--- src/rtl/cordic_pkg.sv ---
// Shared definitions for the CORDIC blocks: angle format, gain constant,
// range limit, arctan(2^-i) table in Q8.32 degrees and FSM state encoding.
package cordic_pkg;

  localparam int ANGLE_W = 40;
  localparam int FRAC_W  = 32;
  localparam int ATAN_N  = 38;

  typedef logic signed [ANGLE_W-1:0] angle_t;

  // Pre-scaled start vector length so the rotation gain comes out at 1.0
  localparam angle_t CORDIC_K = 40'sh00_9B74EDA8;

  // Largest legal magnitude of the requested angle
  localparam angle_t DEG90 = 40'sh5A_00000000;

  // arctan(2^-i) in degrees, Q8.32, rounded to nearest
  localparam angle_t ATAN_TABLE [0:ATAN_N-1] = '{
    40'sd193273528320, 40'sd114096026022, 40'sd60285206653,  40'sd30601712202,
    40'sd15360239180,  40'sd7687607525,   40'sd3844741810,   40'sd1922488225,
    40'sd961258780,    40'sd480631223,    40'sd240315841,    40'sd120157949,
    40'sd60078978,     40'sd30039489,     40'sd15019745,     40'sd7509872,
    40'sd3754936,      40'sd1877468,      40'sd938734,       40'sd469367,
    40'sd234684,       40'sd117342,       40'sd58671,        40'sd29335,
    40'sd14668,        40'sd7334,         40'sd3667,         40'sd1833,
    40'sd917,          40'sd458,          40'sd229,          40'sd115,
    40'sd57,           40'sd29,           40'sd14,           40'sd7,
    40'sd4,            40'sd2
  };

  typedef enum logic [1:0] {
    IDLE = 2'd0,
    RUN  = 2'd1,
    DONE = 2'd2
  } state_t;

endpackage

--- src/rtl/cordic_atan_rom.sv ---
// Combinational arctan(2^-i) lookup; indices past the table return zero.
module cordic_atan_rom
  import cordic_pkg::*;
(
  input  logic [5:0] idx,
  output angle_t     atan
);

  // Table lookup with a safe zero for unused indices
  always_comb begin
    atan = '0;
    if (idx < 6'(ATAN_N)) begin
      atan = ATAN_TABLE[idx];
    end
  end

endmodule

--- src/rtl/cordic_sincos.sv ---
// Iterative rotation-mode CORDIC: angle in Q8.32 degrees -> cos/sin in Q2.30,
// one micro-rotation per clock behind a start/busy/done handshake.
module cordic_sincos
  import cordic_pkg::*;
#(
  parameter int ITER = 32,
  parameter int OW   = 32
) (
  input  logic                      clk,
  input  logic                      rst,
  input  logic                      start,
  input  logic signed [ANGLE_W-1:0] angle_in,
  output logic                      busy,
  output logic                      done,
  output logic                      err,
  output logic signed [OW-1:0]      cos_out,
  output logic signed [OW-1:0]      sin_out
);

  localparam logic [5:0] LAST = 6'(ITER - 1);

  state_t     state;
  state_t     state_next;
  angle_t     x;
  angle_t     y;
  angle_t     z;
  angle_t     atan_i;
  angle_t     x_shift;
  angle_t     y_shift;
  logic [5:0] iter;
  logic       range_err;

  cordic_atan_rom u_rom (
    .idx  (iter),
    .atan (atan_i)
  );

  assign x_shift = x >>> iter;
  assign y_shift = y >>> iter;
  assign busy    = (state == RUN);

  // State register
  always_ff @(posedge clk or posedge rst) begin
    if (rst) begin
      state <= IDLE;
    end else begin
      state <= state_next;
    end
  end

  // Next state: accept start only when idle, run ITER rotations, one result cycle
  always_comb begin
    state_next = state;
    case (state)
      IDLE:    if (start) state_next = RUN;
      RUN:     if (iter == LAST) state_next = DONE;
      DONE:    state_next = IDLE;
      default: state_next = IDLE;
    endcase
  end

  // Rotation datapath: load on acceptance, rotate toward z = 0 while running
  always_ff @(posedge clk or posedge rst) begin
    if (rst) begin
      x         <= '0;
      y         <= '0;
      z         <= '0;
      iter      <= '0;
      range_err <= 1'b0;
    end else begin
      case (state)
        IDLE: begin
          if (start) begin
            x         <= CORDIC_K;
            y         <= '0;
            z         <= angle_in;
            iter      <= '0;
            range_err <= (angle_in > DEG90) || (angle_in < -DEG90);
          end
        end
        RUN: begin
          if (!z[ANGLE_W-1]) begin
            x <= x - y_shift;
            y <= y + x_shift;
            z <= z - atan_i;
          end else begin
            x <= x + y_shift;
            y <= y - x_shift;
            z <= z + atan_i;
          end
          iter <= iter + 6'd1;
        end
        default: ;
      endcase
    end
  end

  // Result registers: publish once per operation and hold until the next one
  always_ff @(posedge clk or posedge rst) begin
    if (rst) begin
      done    <= 1'b0;
      err     <= 1'b0;
      cos_out <= '0;
      sin_out <= '0;
    end else begin
      done <= (state == DONE);
      if (state == DONE) begin
        err     <= range_err;
        cos_out <= range_err ? '0 : x[FRAC_W+1 -: OW];
        sin_out <= range_err ? '0 : y[FRAC_W+1 -: OW];
      end
    end
  end

endmodule

--- config.mk ---
export PLATFORM = sky130hd
export DESIGN_NAME = cordic_sincos
export DESIGN_NICKNAME = d
export VERILOG_FILES = /design/src/rtl/cordic_pkg.sv /design/src/rtl/cordic_atan_rom.sv /design/src/rtl/cordic_sincos.sv
export SDC_FILE = /design/constraint.sdc
export NUM_CORES = 1
export LEC_CHECK = 0
export CORE_MARGIN = 2
export CORE_UTILIZATION = 68
export CTS_CLUSTER_DIAMETER = 200
export DETAILED_ROUTE_END_ITERATION = 6
export HOLD_SLACK_MARGIN = 0.05
export PLACE_DENSITY = 0.88
export REMOVE_ABC_BUFFERS = 1
export SLEW_MARGIN = 20
export SYNTH_ARGS = -nofsm -noshare
export SYNTH_HDL_FRONTEND = slang
export SYNTH_HIERARCHICAL = 1
export SYNTH_SLANG_ARGS = --single-unit
--- constraint.sdc ---
create_clock -name clk -period 20.2 [get_ports clk]
set_clock_uncertainty 0.1 [all_clocks]
set_input_delay 2.02 -clock clk [delete_from_list [all_inputs] [get_ports clk]]
set_output_delay 2.02 -clock clk [all_outputs]
set_load 0.05 [all_outputs]
Word level (Yosys, flattened, before mapping). Memories as Yosys holds them, arrays and structs flattened. Cells that the tools add are included. Widths: inputs -> output; s select.

Div/mod/pow operators: 0. Equal/unequal tests: 5. Order comparisons: 4. Bitwise operators: 1. Reductions and logical operators: 6. Shift operators: 2. $mul: 0. Add/sub/neg operators: 7. Mux-type cells: 19.

Operators by type and width (number): $mux 40 (9); $pmux 40 s2 (3); $add 40x40->40 (3); $sub 40x40->40 (3); $sshr 40x6->40 (2); $mux 32 (2); $gt 40x40->1 const B (1); $lt 40x40->1 const B (1); $pmux 6 s2 (1); $ge 7x7->1 const B (1); $not 6->7 (1); $add 6x1->6 const B (1); $eq 6x5->1 const B (1); $lt 6x6->1 const B (1); $mux 6 (1); $reduce_and 2->1 (3); $mux 2 (2); $pmux 2 s2 (1); $eq 2x1->1 const B (1); $eq 2x2->1 const B (1); $logic_not 2->1 (1); $ne 2x1->1 const B (1); $ne 2x2->1 const B (1); $reduce_bool 2->1 (1); $logic_or 1x1->1 (1).

Memories kept: 1. Bits in latches: 0. Memory bits (read-only): 2560. Register bits after elaboration: 195. Word-level logic and storage cells: 55. RAM bits: 0. Output and inout port bits: 67.

Memory list: (name not given) (words 64, bits a word 40, read ports 1, clocked after memory_dff 0, write ports 0, RTL line cordic_atan_rom.sv:13) `atan = ATAN_TABLE[idx];`.

Depth between registers and ports, before layout. Gate-level depths: netlist of the first run.

Depth in word-level cells: 8. Depth in mapped cells: 35. Depth with buffers taken out: 28.

By module. The synthesis of the first run kept the hierarchy.

By module, submodules not included: cordic_sincos (area an instance 22420.3 um^2, sequential area each 4879.7 um^2, cells an instance 2657, times used 1); cordic_atan_rom (area an instance 1487.7 um^2, sequential area each 0.0 um^2, cells an instance 242, times used 1).

Least setup slack after synthesis of the first run. OpenSTA, ideal clock, no wires.

Path type: register to register. Start point: reg iter[0]. End point: reg y[38]. Slack: 13546 ps. Library setup time: 133 ps. Clock period less this slack: 6654 ps. Data arrival time: 6421 ps. Stages on the path, launching flop included: 31. Required time: 19967 ps. Cell sequence: dfrtp_1 -> buf_4 -> buf_6 -> buf_6 -> buf_2 -> buf_4 -> buf_2 -> clkbuf_1 -> mux4_2 -> mux2i_1 -> o22ai_1 -> a311oi_1 -> ha_1 -> nand2_1 -> inv_1 -> and3_1 -> nor3b_1 -> a21oi_1 -> xor2_1 -> ha_1 -> nand3_1 -> or2_2 -> o311ai_0 -> o2111ai_1 -> a211oi_1 -> nor2_1 -> a31o_2 -> o221ai_1 -> a21oi_1 -> xnor2_1 -> o21ai_0.

Cells in the longest elaborated chain, start to end: 4. Elaborated cells on any way between the ends: 5. Those cells by class: 2 x add/sub; 1 x shift; 2 x mux.

RTL lines: start: declaration (RTL line cordic_sincos.sv:30) `logic [5:0] iter;`; start signal: assignment (RTL line cordic_sincos.sv:91) `iter <= iter + 6'd1;`; $sshr 40x6->40 (*) (RTL line cordic_sincos.sv:38) `assign x_shift = x >>> iter;`; $add 40x40->40 or $sub 40x40->40 (tied branches) (RTL line cordic_sincos.sv:84, cordic_sincos.sv:88); $mux 40 (*) (RTL line cordic_sincos.sv:82) `if (!z[ANGLE_W-1]) begin`; $pmux 40 s2 (*) (RTL line cordic_sincos.sv:71) `case (state)`; end signal: assignment (RTL line cordic_sincos.sv:84) `y <= y + x_shift;`; end signal: assignment (RTL line cordic_sincos.sv:88) `y <= y - x_shift;`; end: declaration (RTL line cordic_sincos.sv:25) `angle_t y;`.

Mark *: on every way between the ends. The rest lies on a longest branch, timed or not. A chain may end at the register's enable or synchronous reset.

Final worst setup path of the first run.
Start point: reg iter[1]. End point: reg x[39].

Cells in the longest elaborated chain, start to end: 4. Elaborated cells on any way between the ends: 5. Those cells by class: 2 x add/sub; 1 x shift; 2 x mux.

RTL lines: $sshr 40x6->40 (*) (RTL line cordic_sincos.sv:39) `assign y_shift = y >>> iter;`; $sub 40x40->40 or $add 40x40->40 (tied branches) (RTL line cordic_sincos.sv:83, cordic_sincos.sv:87); $mux 40 (*) (RTL line cordic_sincos.sv:82); $pmux 40 s2 (*) (RTL line cordic_sincos.sv:71); end signal: assignment (RTL line cordic_sincos.sv:83) `x <= x - y_shift;`; end signal: assignment (RTL line cordic_sincos.sv:87) `x <= x + y_shift;`; end: declaration (RTL line cordic_sincos.sv:24) `angle_t x;`.

Marks and branches as above.

==> out/results.ini, run 1 <==
[run_status]
status=finished, final reports clean

[synthesis]
synth_edf_count=0
synth.area.top_cells=dfrtp_1 20%, mux4_2 9.2%, ha_1 7.1%
yosysSeqAreaShare=0.204
synth_top_area_share=0.204
ys_types=94
yosysTopAreaCell=dfrtp_1
synth_seq_cells=195
synth-warning-count=6
yosysMostFrequentCell=nand2_1
ys_async_sr_fraction=1.00
syn_avg_cell_area_um2=8.25
netlist_top_cells_count=292 x nand2_1, 252 x a21oi_1, 233 x o21ai_0
syn_area_mm2=0.0239
syn_inst=2899
ys.flop_type=dfrtp_1

[clocking]
post_cts_buffers=0
h-tree-depth=4
cts_resized=0
cts_hold_buffers=0
clk_latency_ns=0.50
cts_buffers=17
clkSinkCount=195
cts_root_buf=clkbuf_16
clk_pin_slew_ns=0.08
cts_tree=done
clk_path_buf_depth=2

[placed_design]
io_buffers=109
gp_congestion=1.08
dp_hpwl_mm=63.2

[route]
drt_iter0_drc=3741
wirelength_mm=88.7
ant_nets=0
wl_per_cell_um=26.6
vias_per_cell=7.54
num_vias=25082
post-route-drc-count=0
firstDrtPassIters=6

[final_layout]
multi_input_area_mm2=0.0178
insertedDiodeCount=0
fillers=2484
regArea_mm2=0.00490
synthToLayoutAreaGrowth_pct=6.63
drive_gt1_frac=0.0794
fin_nets=3041

[worst_setup_path]
worst_ep_required_time_ns=20.47
cp.arrival_ns=9.60
crit_path_max_fanout=61
start_kind=register
path_class=register to register
worstSetupEndpointType=register

[flow_run]
maxCapViolCount=0

[global_routing]
grt_pass1_wl_mm=136
grt_overflow=0
grt_pass1_vias=23699
grt_max_degree=93
grt_usage=0.481
antenna_found_initial=1

[timing]
setup_viol=0
hold_viol_final=0
min_period_over_period=0.462
period_needed_ns=9.33
slew_headroom=0.243
tightest_slew_ns=1.14
slew_violations=0
rsz0062_at_grt=no
setup_tns_ns=0
fmax_mhz=107

[min_path]
hp-class=register to register

[floorplan]
rows=68
fp.dieW_um=192
pin_count=110
die_y_um=192
initial_core_util=0.692
dieArea_mm2=0.0367
coreArea_mm2=0.0345

-- stage by stage --
stage | area, µm² | util | hold WS [ns] | setup slack [ns] | std cells
global placement | 24900 | 0.720 | 0.360 | 11.48 | 3296
finish | 25500 | 0.738 | 0.381 | 10.87 | 3328
CTS | 25500 | 0.738 | 0.387 | 11.14 | 3328
detailed placement | 24900 | 0.720 | 0.370 | 11.20 | 3296
global route | 25500 | 0.738 | 0.400 | 10.35 | 3328
floorplan | 22900 | - | 0.386 | 9.32 | 2700
-- cells by family after synthesis --
family	count (synthesis)	share of synthesized area
AO/OA/AOI/OAI	956	0.256
flip-flops	195	0.204
other	1	0.000157
buffers and inverters	279	0.0544
adder cells (fa/ha/maj)	138	0.0732
multiplexers	233	0.154
AND/OR/NAND/NOR	890	0.182
XOR/XNOR	207	0.0758
-- layout by cell type, fill, tap and decap left out, drive strengths merged, types with 48 or more instances in the layout --
cell type / n
a21o: 75
nor2: 191
nand2b: 122
o22ai: 52
mux2i: 112
nor3: 48
o21ai: 237
dfrtp: 195
xnor2: 89
nand2: 293
clkdlybuf4s50: 109
mux4: 105
xor2: 118
inv: 80
ha: 135
a21oi: 252
-- layer usage --
metal | wire length, µm | part of all wire | track usage
met5 | 0 | 0 | 0.00275
met4 | 5620 | 0.063 | 0.256
met3 | 12200 | 0.14 | 0.149
met2 | 38100 | 0.43 | 0.720
met1 | 32800 | 0.37 | 0.621
-- sequential cells by signal (all words and copies together) (netlist names) --
register and count:
iter 6, sin_out 32, done 1, z 40, x 40, cos_out 32
err 1, y 40, state 2, range_err 1
-- worst max-delay path: stages, from the launching register on --
cell,delay (ns)
dfrtp_4,0.96
buf_4,0.83
buf_4,0.69
mux4_2,0.43
nand2_1,0.11
a21oi_1,0.11
a2111oi_1,0.96
nand4_1,0.22
nor4_2,0.47
and2_1,0.29
nand2_1,0.07
or4b_1,0.56
o31a_1,0.35
xor2_1,0.27
ha_1,0.34
a21o_1,0.18
a21oi_1,0.18
o21ai_0,0.11
a21o_1,0.20
o41ai_1,0.50
o211ai_1,0.24
a21o_1,0.21
a21oi_1,0.21
xnor2_1,0.19
o21ai_1,0.10
a22o_1,0.23
-- path summary, 6_finish.rpt --
check	startpoint	endpoint	slack, ns	cells past startpoint
worst max-delay path	iter[1]	x[39]	10.87	25
worst min-delay path	sin_out[0]	sin_out[0]	0.38	2
worst max register to register	iter[1]	x[39]	10.87	25
worst min register to register	sin_out[0]	sin_out[0]	0.38	2
max in group asynchronous	rst	iter[0]	16.72	3
min in group asynchronous	rst	done	1.87	2
-- area by class of cell --
class / instances / share of cell area
Timing Repair Buffer: 141 / 0.0522
Clock inverter: 15 / 0.00751
Inverter: 79 / 0.0119
Multi-Input combinational cell: 2426 / 0.697
Clock buffer: 17 / 0.0167
Tap cell: 455 / 0.0223
Sequential cell: 195 / 0.192
Power of run 1 is left out: the tool's default activity adds up to more than one toggle a clock period on the data nets, which glitch-free logic cannot reach.
==> run 2: changes to the inputs <==
CORE_UTILIZATION = 63   (was 68)
PLACE_DENSITY = 0.83   (was 0.88)
clock period = 8.7 ns   (was 20.2 ns; I/O delays follow)
==> run 2 against run 1 <==
Against the previous run:
- the flow now finishes with violations (DRC)
- design area increased by 1.6%
- count of clock-buffer cells in the layout increased by 1
- final cell count increased by 2.6%
- register-to-register slack got worse by 10 ns
- first-iteration DRC count decreased by 10%
- global-route usage decreased by 0.30 points
- worst setup slack got worse by 10 ns
- fmax increased by 16%
- worst hold slack about the same
- via count increased by 0.40%
- die area increased by 7.8%
- critical path type unchanged
- highest routed layer unchanged
==> out/results.ini, run 2 (synthesis gave the netlist of run 1 again) <==
[run_status]
status=complete, but fails checks
violations=DRC

[clocking]
cts_hold_buffers=0  ; unchanged
h-tree-depth=4  ; unchanged
cts_buffers=17  ; unchanged
cts_resized=0  ; unchanged
clk_latency_ns=0.52  ; +0.02 ns
clk_pin_slew_ns=0.08  ; about the same
cts_tree=done
cts_root_buf=clkbuf_16
clkSinkCount=195  ; unchanged
post_cts_buffers=0  ; unchanged
clk_path_buf_depth=2  ; unchanged

[flow_run]
maxCapViolCount=0  ; unchanged

[final_layout]
synthToLayoutAreaGrowth_pct=8.33
regArea_mm2=0.00490  ; unchanged
final_common_cell=nand2_1
fillers=2935  ; +18%
multi_input_area_mm2=0.0178  ; +0.13%
insertedDiodeCount=0  ; unchanged
layoutNonFillerInstCount=3415  ; +2.6%
layout_common_cells=290 x nand2_1, 252 x a21oi_1, 233 x o21ai_0
design_area_mm2=0.0259  ; +1.6%
top_regs=x x40, y x40, z x40
drive_gt1_frac=0.0899  ; +0.0105
fin_nets=3072  ; +1.0%

[floorplan]
die_y_um=199  ; +3.8%
rows=71  ; +4.4%
dieArea_mm2=0.0395  ; +7.8%
initial_core_util=0.638  ; -0.0544
coreArea_mm2=0.0375  ; +8.5%
pin_count=110  ; unchanged
fp.dieW_um=199  ; +3.8%

[route]
firstDrtPassIters=7  ; +1
wl_per_cell_um=27.5  ; +3.1%
drt_iter0_drc=3366  ; -10%
vias_per_cell=7.37  ; -2.2%
post-route-drc-count=1  ; +1
num_vias=25183  ; +0.40%
wirelength_mm=93.8  ; +5.8%
ant_nets=0  ; unchanged

[global_routing]
grt_overflow=0  ; unchanged
antenna_found_initial=0  ; -1
grt_usage=0.478  ; -0.00299
grt_pass1_vias=24676  ; +4.1%
grt_max_degree=101  ; +8.6%
grt_pass1_wl_mm=143  ; +5.3%

[timing]
hold_ws_ns=0.381  ; +0.0000790 ns
min_period_over_period=0.924  ; +0.461
tightest_slew_ns=1.04  ; -0.0943 ns
setup_tns_ns=0  ; unchanged
rsz0062_at_grt=no
hold_viol_final=0  ; unchanged
slew_violations=0  ; unchanged
slew_headroom=0.306  ; +0.0629
setup_viol=0  ; unchanged
fmax_mhz=124  ; +16%
period_needed_ns=8.03  ; -1.30 ns

[worst_setup_path]
worstSetupEndpointType=register
cp.arrival_ns=8.37  ; -1.23 ns
start_kind=register
worst_ep_required_time_ns=9.03  ; -11.44 ns
r2r_slack_ns=0.67  ; -10.20 ns
crit_path_max_fanout=83  ; +36%
path_class=register to register

[min_path]
hp-class=register to register

[placed_design]
io_buffers=109  ; unchanged
dp_hpwl_mm=68.3  ; +8.1%
dp_cells=3382  ; +2.6%
place_area_mm2=0.0252  ; +1.4%
gp_congestion=1.08  ; +0.44%

## run 2: cell count changes in the layout (fill, tap and decap cells not counted), moves of 2 or more
cell and delta:
inv_8 -2, clkinv_4 +2, buf_12 +4, nor4_1 -2, buf_4 +26
## run 2: cell type report
type                    count  share of cell area
flip-flops and latches    195               0.189
clock buffers              18              0.0166
repair buffers            172              0.0631
multi-input cells        2426               0.687
inverters                  79              0.0117
clock inverters            14             0.00758
well taps                 511              0.0247
## run 2: path summary, 6_finish.rpt
kind	start	to	depth (start not counted)
max	iter[1]	y[38]	24
max in group asynchronous	rst	y[23]	3
max reg2reg	iter[1]	y[38]	24
min	cos_out[28]	cos_out[28]	2
min in group asynchronous	rst	cos_out[12]	2
min reg2reg	cos_out[28]	cos_out[28]	2
## run 2: metrics by stage
stage	worst slack [ns]	utilization
after floorplan	-2.18	-
after detailed placement	0.997	0.673
after global routing	0.341	0.691
after CTS	0.933	0.690
final	0.665	0.691
after global placement	0.871	0.673
## run 2: per-layer routing
| layer | part of all wire | up-vias | wire length (µm) | global-route usage |
|---|---|---|---|---|
| li1 | - | 10823 | - | - |
| met1 | 0.35 | 11907 | 32700 | 0.545 |
| met2 | 0.45 | 1924 | 42300 | 0.763 |
| met3 | 0.11 | 529 | 10700 | 0.128 |
| met4 | 0.086 | 0 | 8090 | 0.370 |
| met5 | 0 | - | 0 | 0 |
## run 2: critical path, stage by stage, from the launching register on
cell and delay, ns:
dfrtp_4 0.77, buf_12 0.44, buf_4 0.51, mux4_2 0.40, mux4_2 0.51, a221oi_1 0.56
nand2b_1 0.18, nor2_1 0.21, and3_1 0.29, nor3b_1 0.36, a21oi_1 0.14, xor2_1 0.20
ha_1 0.41, nand3_1 0.19, or2_2 0.33, o311ai_0 0.55, o2111ai_1 0.19, buf_4 0.20
a211oi_1 0.32, nor2_1 0.13, a31o_2 0.25, o221ai_1 0.18, a21oi_1 0.12, xnor2_1 0.13
o21ai_0 0.19
Power of run 2 is left out for the same reason.
